<file path="config.mk">
export PLATFORM = sky130hd
export DESIGN_NAME = sudoku_unit_check
export DESIGN_NICKNAME = d
export VERILOG_FILES = /design/src/rtl/sudoku_pkg.sv /design/src/rtl/sudoku_unit_check.sv
export SDC_FILE = /design/constraint.sdc
export NUM_CORES = 1
export LEC_CHECK = 0
export CORE_ASPECT_RATIO = 1.5
export CORE_MARGIN = 2
export CORE_UTILIZATION = 55
export DETAILED_ROUTE_END_ITERATION = 10
export PLACE_DENSITY = 0.88
export SLEW_MARGIN = 20
export SYNTH_ARGS = -nofsm -noshare
export SYNTH_HDL_FRONTEND = slang
export SYNTH_SLANG_ARGS = --single-unit
</file>
<file path="constraint.sdc">
create_clock -name vclk -period 5.4
set_clock_uncertainty 0.15 [all_clocks]
set_input_delay 0.81 -clock vclk [all_inputs]
set_output_delay 0.81 -clock vclk [all_outputs]
set_load 0.03 [all_outputs]
</file>
<file path="src/rtl/sudoku_pkg.sv">
// Shared types and helpers for the Sudoku result checker: grid geometry,
// cell/grid types, error codes, FSM states and box-coordinate helpers.
package sudoku_pkg;

    localparam int N      = 9;
    localparam int BOX    = 3;
    localparam int CELL_W = 4;

    localparam logic [3:0] LAST_UNIT = 4'(N - 1);

    typedef logic [CELL_W-1:0] cell_t;
    typedef cell_t grid_t [N][N];

    typedef enum logic [2:0] {
        ERR_NONE  = 3'd0,
        ERR_CLUE  = 3'd1,
        ERR_RANGE = 3'd2,
        ERR_ROW   = 3'd3,
        ERR_COL   = 3'd4,
        ERR_BOX   = 3'd5
    } err_code_e;

    typedef enum logic [2:0] {
        ST_IDLE,
        ST_CLUES,
        ST_ROWS,
        ST_COLS,
        ST_BOXES,
        ST_DONE
    } chk_state_e;

    // Box b, cell j (row-major inside the box) -> grid row / column.
    function automatic logic [3:0] box_row(input logic [3:0] b, input logic [3:0] j);
        return 4'((b / 4'd3) * 4'd3 + j / 4'd3);
    endfunction

    function automatic logic [3:0] box_col(input logic [3:0] b, input logic [3:0] j);
        return 4'((b % 4'd3) * 4'd3 + j % 4'd3);
    endfunction

    function automatic chk_state_e next_phase(input chk_state_e s);
        case (s)
            ST_CLUES: return ST_ROWS;
            ST_ROWS:  return ST_COLS;
            ST_COLS:  return ST_BOXES;
            default:  return ST_DONE;
        endcase
    endfunction

endpackage

</file>
<file path="src/rtl/sudoku_unit_check.sv">
// Combinational check of one 9-cell unit (row, column or box): optional
// range check plus duplicate detection via a one-hot seen-mask prefix chain.
module sudoku_unit_check
    import sudoku_pkg::*;
#(
    parameter int CELL_W = 4
) (
    input  logic [CELL_W-1:0] cells [N],
    input  logic              range_en,
    output logic              range_err,
    output logic              dup_err,
    output logic [3:0]        first_bad_idx
);

    localparam int VALS = 1 << CELL_W;

    logic [VALS-1:0] seen [N+1];
    logic [N-1:0]    range_hit;
    logic [N-1:0]    dup_hit;

    // seen[i] holds every digit present in cells[0..i-1].
    always_comb begin
        seen[0] = '0;
        for (int i = 0; i < N; i++) begin
            range_hit[i] = range_en &&
                           ((cells[i] == '0) || (cells[i] > CELL_W'(N)));
            dup_hit[i]   = seen[i][cells[i]];
            seen[i+1]    = seen[i] | (VALS'(1) << cells[i]);
        end
    end

    // NOTE: every output gets a default before the conditional logic, so no
    // path leaves a variable unassigned and no latch is inferred.
    always_comb begin
        range_err     = |range_hit;
        dup_err       = |dup_hit;
        first_bad_idx = '0;
        if (range_err) begin
            for (int i = N - 1; i >= 0; i--) begin
                if (range_hit[i]) first_bad_idx = 4'(i);
            end
        end else begin
            for (int i = N - 1; i >= 0; i--) begin
                if (dup_hit[i]) first_bad_idx = 4'(i);
            end
        end
    end

endmodule

</file>
==> impl_metrics.tcl <==
set metrics [dict create \
    ctsHoldBuffers 0 \
    rows 35 \
    postRouteAntennaNets 0 \
    grt_usage_pct 45.4 \
    grt_pass1_wl_um 23200 \
    worst_pin_slew_ns 1.05 \
    worstSetupEndpointType "output port" \
    grt_antenna_before_repair 0 \
    intPower_uw 145 \
    arrival_ns 4.24 \
    ys_seq_area_share_pct 0 \
    maxSlewHeadroom_pct 29.4 \
    hold_violations 0 \
    setup_viol 0 \
    syn_nets 529 \
    die_w_um 68.0 \
    viasPerCell 7.96 \
    m1WireLength_um 4720 \
    required_ns 4.44 \
    syn_inst 492 \
    syn_area_mm2 0.00337 \
    wire_per_inst_um 25.5 \
    fillCellCount 534 \
    pwr-share-clk_pct 0 \
    io_buffers 43 \
    final_util_pct 63.6 \
    drt_iter0_markers 666 \
    rsz0062_at_grt "false" \
    switching_share_pct 61.2 \
    seq_cell_count 0 \
    period_share_pct 96.3 \
    status "finished, final reports clean" \
    drt_pre_antenna_iters 10 \
    maxCapViolCount 0 \
    syn_avg_cell_area_um2 6.86 \
    wl_met3_um 1670 \
    drc 0 \
    combinationalPowerShare_pct 100.0 \
    ys_top_cells_by_area "nand2_1 5.1%, nor4_1 4.8%, nand2b_1 3.5%" \
    first_global_vias 4323 \
    start_util_pct 55.8 \
    grt.overflow.total 0 \
    synthDistinctLibCells 88 \
    dp_hpwl_um 11400 \
    worstSetupPathType "input pin to output port" \
    pwr-share-seq_pct 0 \
    num-clock-buffers 0 \
    powerDensity_mw_per_mm2 97.7 \
    cts_setup_buffers 0 \
    multi_input_area_mm2 0.00307 \
    p_switching_uw 230 \
    die_h_um 99.9 \
    setup_tns_ns 0 \
    die-area_mm2 0.00679 \
    grt_max_degree 21 \
    gp_congestion 1.14 \
    core-area_mm2 0.00604 \
    wl_met2_um 7040 \
    irDropWorstVdd_uv 47.0 \
    regArea_um2 0 \
    cts_resized 0 \
    synth_top_cell_by_area "nand2_1" \
    fin_crit_ns 5.20 \
    p_leak_uw 0.00137 \
    worstSetupStartpointType "input pin" \
    critPathMaxFanout 11 \
    area_delta_synth_final_pct 13.9 \
    io_pins 43 \
    drive_gt1_share_pct 14.7 \
    antennaDiodeCount 0 \
    holdCritPathClass "input pin to output port" \
    top_layer "met4" \
    whs_path_depth 4 \
    fin_nets 555 \
    yosys.area.top_type_share_pct 5.12 \
    ys_warn_count 0 \
    wl_um 15100 \
    fmax_mhz 192 \
    via_count 4699 \
    slew_violations 0 \
]
## cells in the mapped netlist (6+ instances only)
cell type and count:
o22ai_1 13, nand4bb_1 7, nand2_1 46, nor2_1 23, nand4_1 13, o31ai_1 6
a211oi_1 8, or2_2 9, inv_1 13, nor4b_1 9, nand4b_1 7, a31oi_1 10
a21oi_1 22, nor3_1 20, o21ai_0 17, buf_4 6, nand2b_1 19, clkbuf_1 15
buf_2 22, nand3_1 20, nor4_1 26, nor2b_1 13
## cell usage in the layout (no fill, tap or decap), types with 4 or more instances in the layout
cell type,n
a211oi_1,8
a21oi_1,22
a31oi_1,10
and3_1,4
and4b_1,5
buf_4,34
clkdlybuf4s50_1,38
inv_1,13
mux4_2,4
nand2_1,46
nand2b_1,19
nand3_1,20
nand3b_1,5
nand4_1,13
nand4b_1,7
nand4bb_1,7
nor2_1,23
nor2b_1,13
nor3_1,20
nor3b_1,5
nor4_1,26
nor4b_1,9
nor4bb_1,5
o21a_1,5
o21ai_0,17
o221a_2,5
o221ai_1,5
o22ai_1,13
o311a_1,5
o31ai_1,6
or2_1,4
or2_2,9
xor2_1,5
## through the flow
stage	worst slack, ns	total power, uW	hold WS [ns]	instance area (um2)	std cells
2_1_floorplan	0.971	240	1.68	3370	492
3_3_place_gp	0.466	350	2.35	3840	590
3_5_place_dp	0.449	353	2.37	3840	590
4_1_cts	0.435	354	2.38	3840	590
5_1_grt	0.0894	397	2.42	3840	590
6_report	0.198	375	2.41	3840	590
## worst max-delay path: stages
cell             delay [ns]
clkdlybuf4s50_1        0.67
buf_4                  0.24
nand4bb_1              0.20
o221a_2                0.26
nand4_1                0.15
a31oi_1                0.52
o221ai_1               0.30
a22oi_1                0.29
nand4_1                0.12
o41ai_1                0.44
buf_4                  0.23
## power groups by stage
stage                     logic, uW  clock network, uW  registers [uW]
final                           375                  0               0
after global routing            397                  0               0
after CTS                       354                  0               0
after detailed placement        353                  0               0
after global placement          350                  0               0
after floorplan                 240                  0               0
## worst paths after layout
path | endpoint | slack, ns | start
min | first_bad_idx[2] | 2.41 | range_en
max | first_bad_idx[3] | 0.20 | cells[25]
## final cells by class
cell class / count / share of cell area (%)
timing repair buffer: 72 / 16.5
multi-input combinational: 431 / 79.8
inverter: 13 / 1.27
tap: 74 / 2.41
## per-layer routing
| metal | track usage, % | up-vias |
|---|---|---|
| met3 | 18.7 | 117 |
| met1 | 43.1 | 2133 |
| li1 | - | 2040 |
| met5 | 0 | - |
| met4 | 42.6 | 0 |
| met2 | 70.9 | 409 |
## cell families (layout without fill, tap and decap cells)
family	Yosys count	count (layout)	share of synthesized area [%]
muxes	6	6	3.26
AOI/OAI and AO/OA	145	145	33.0
buffers and inverters	61	85	9.16
xor gates and xnor gates	6	6	1.56
and+or+nand+nor	274	274	53.0
Power figures use the tool's default switching activity.
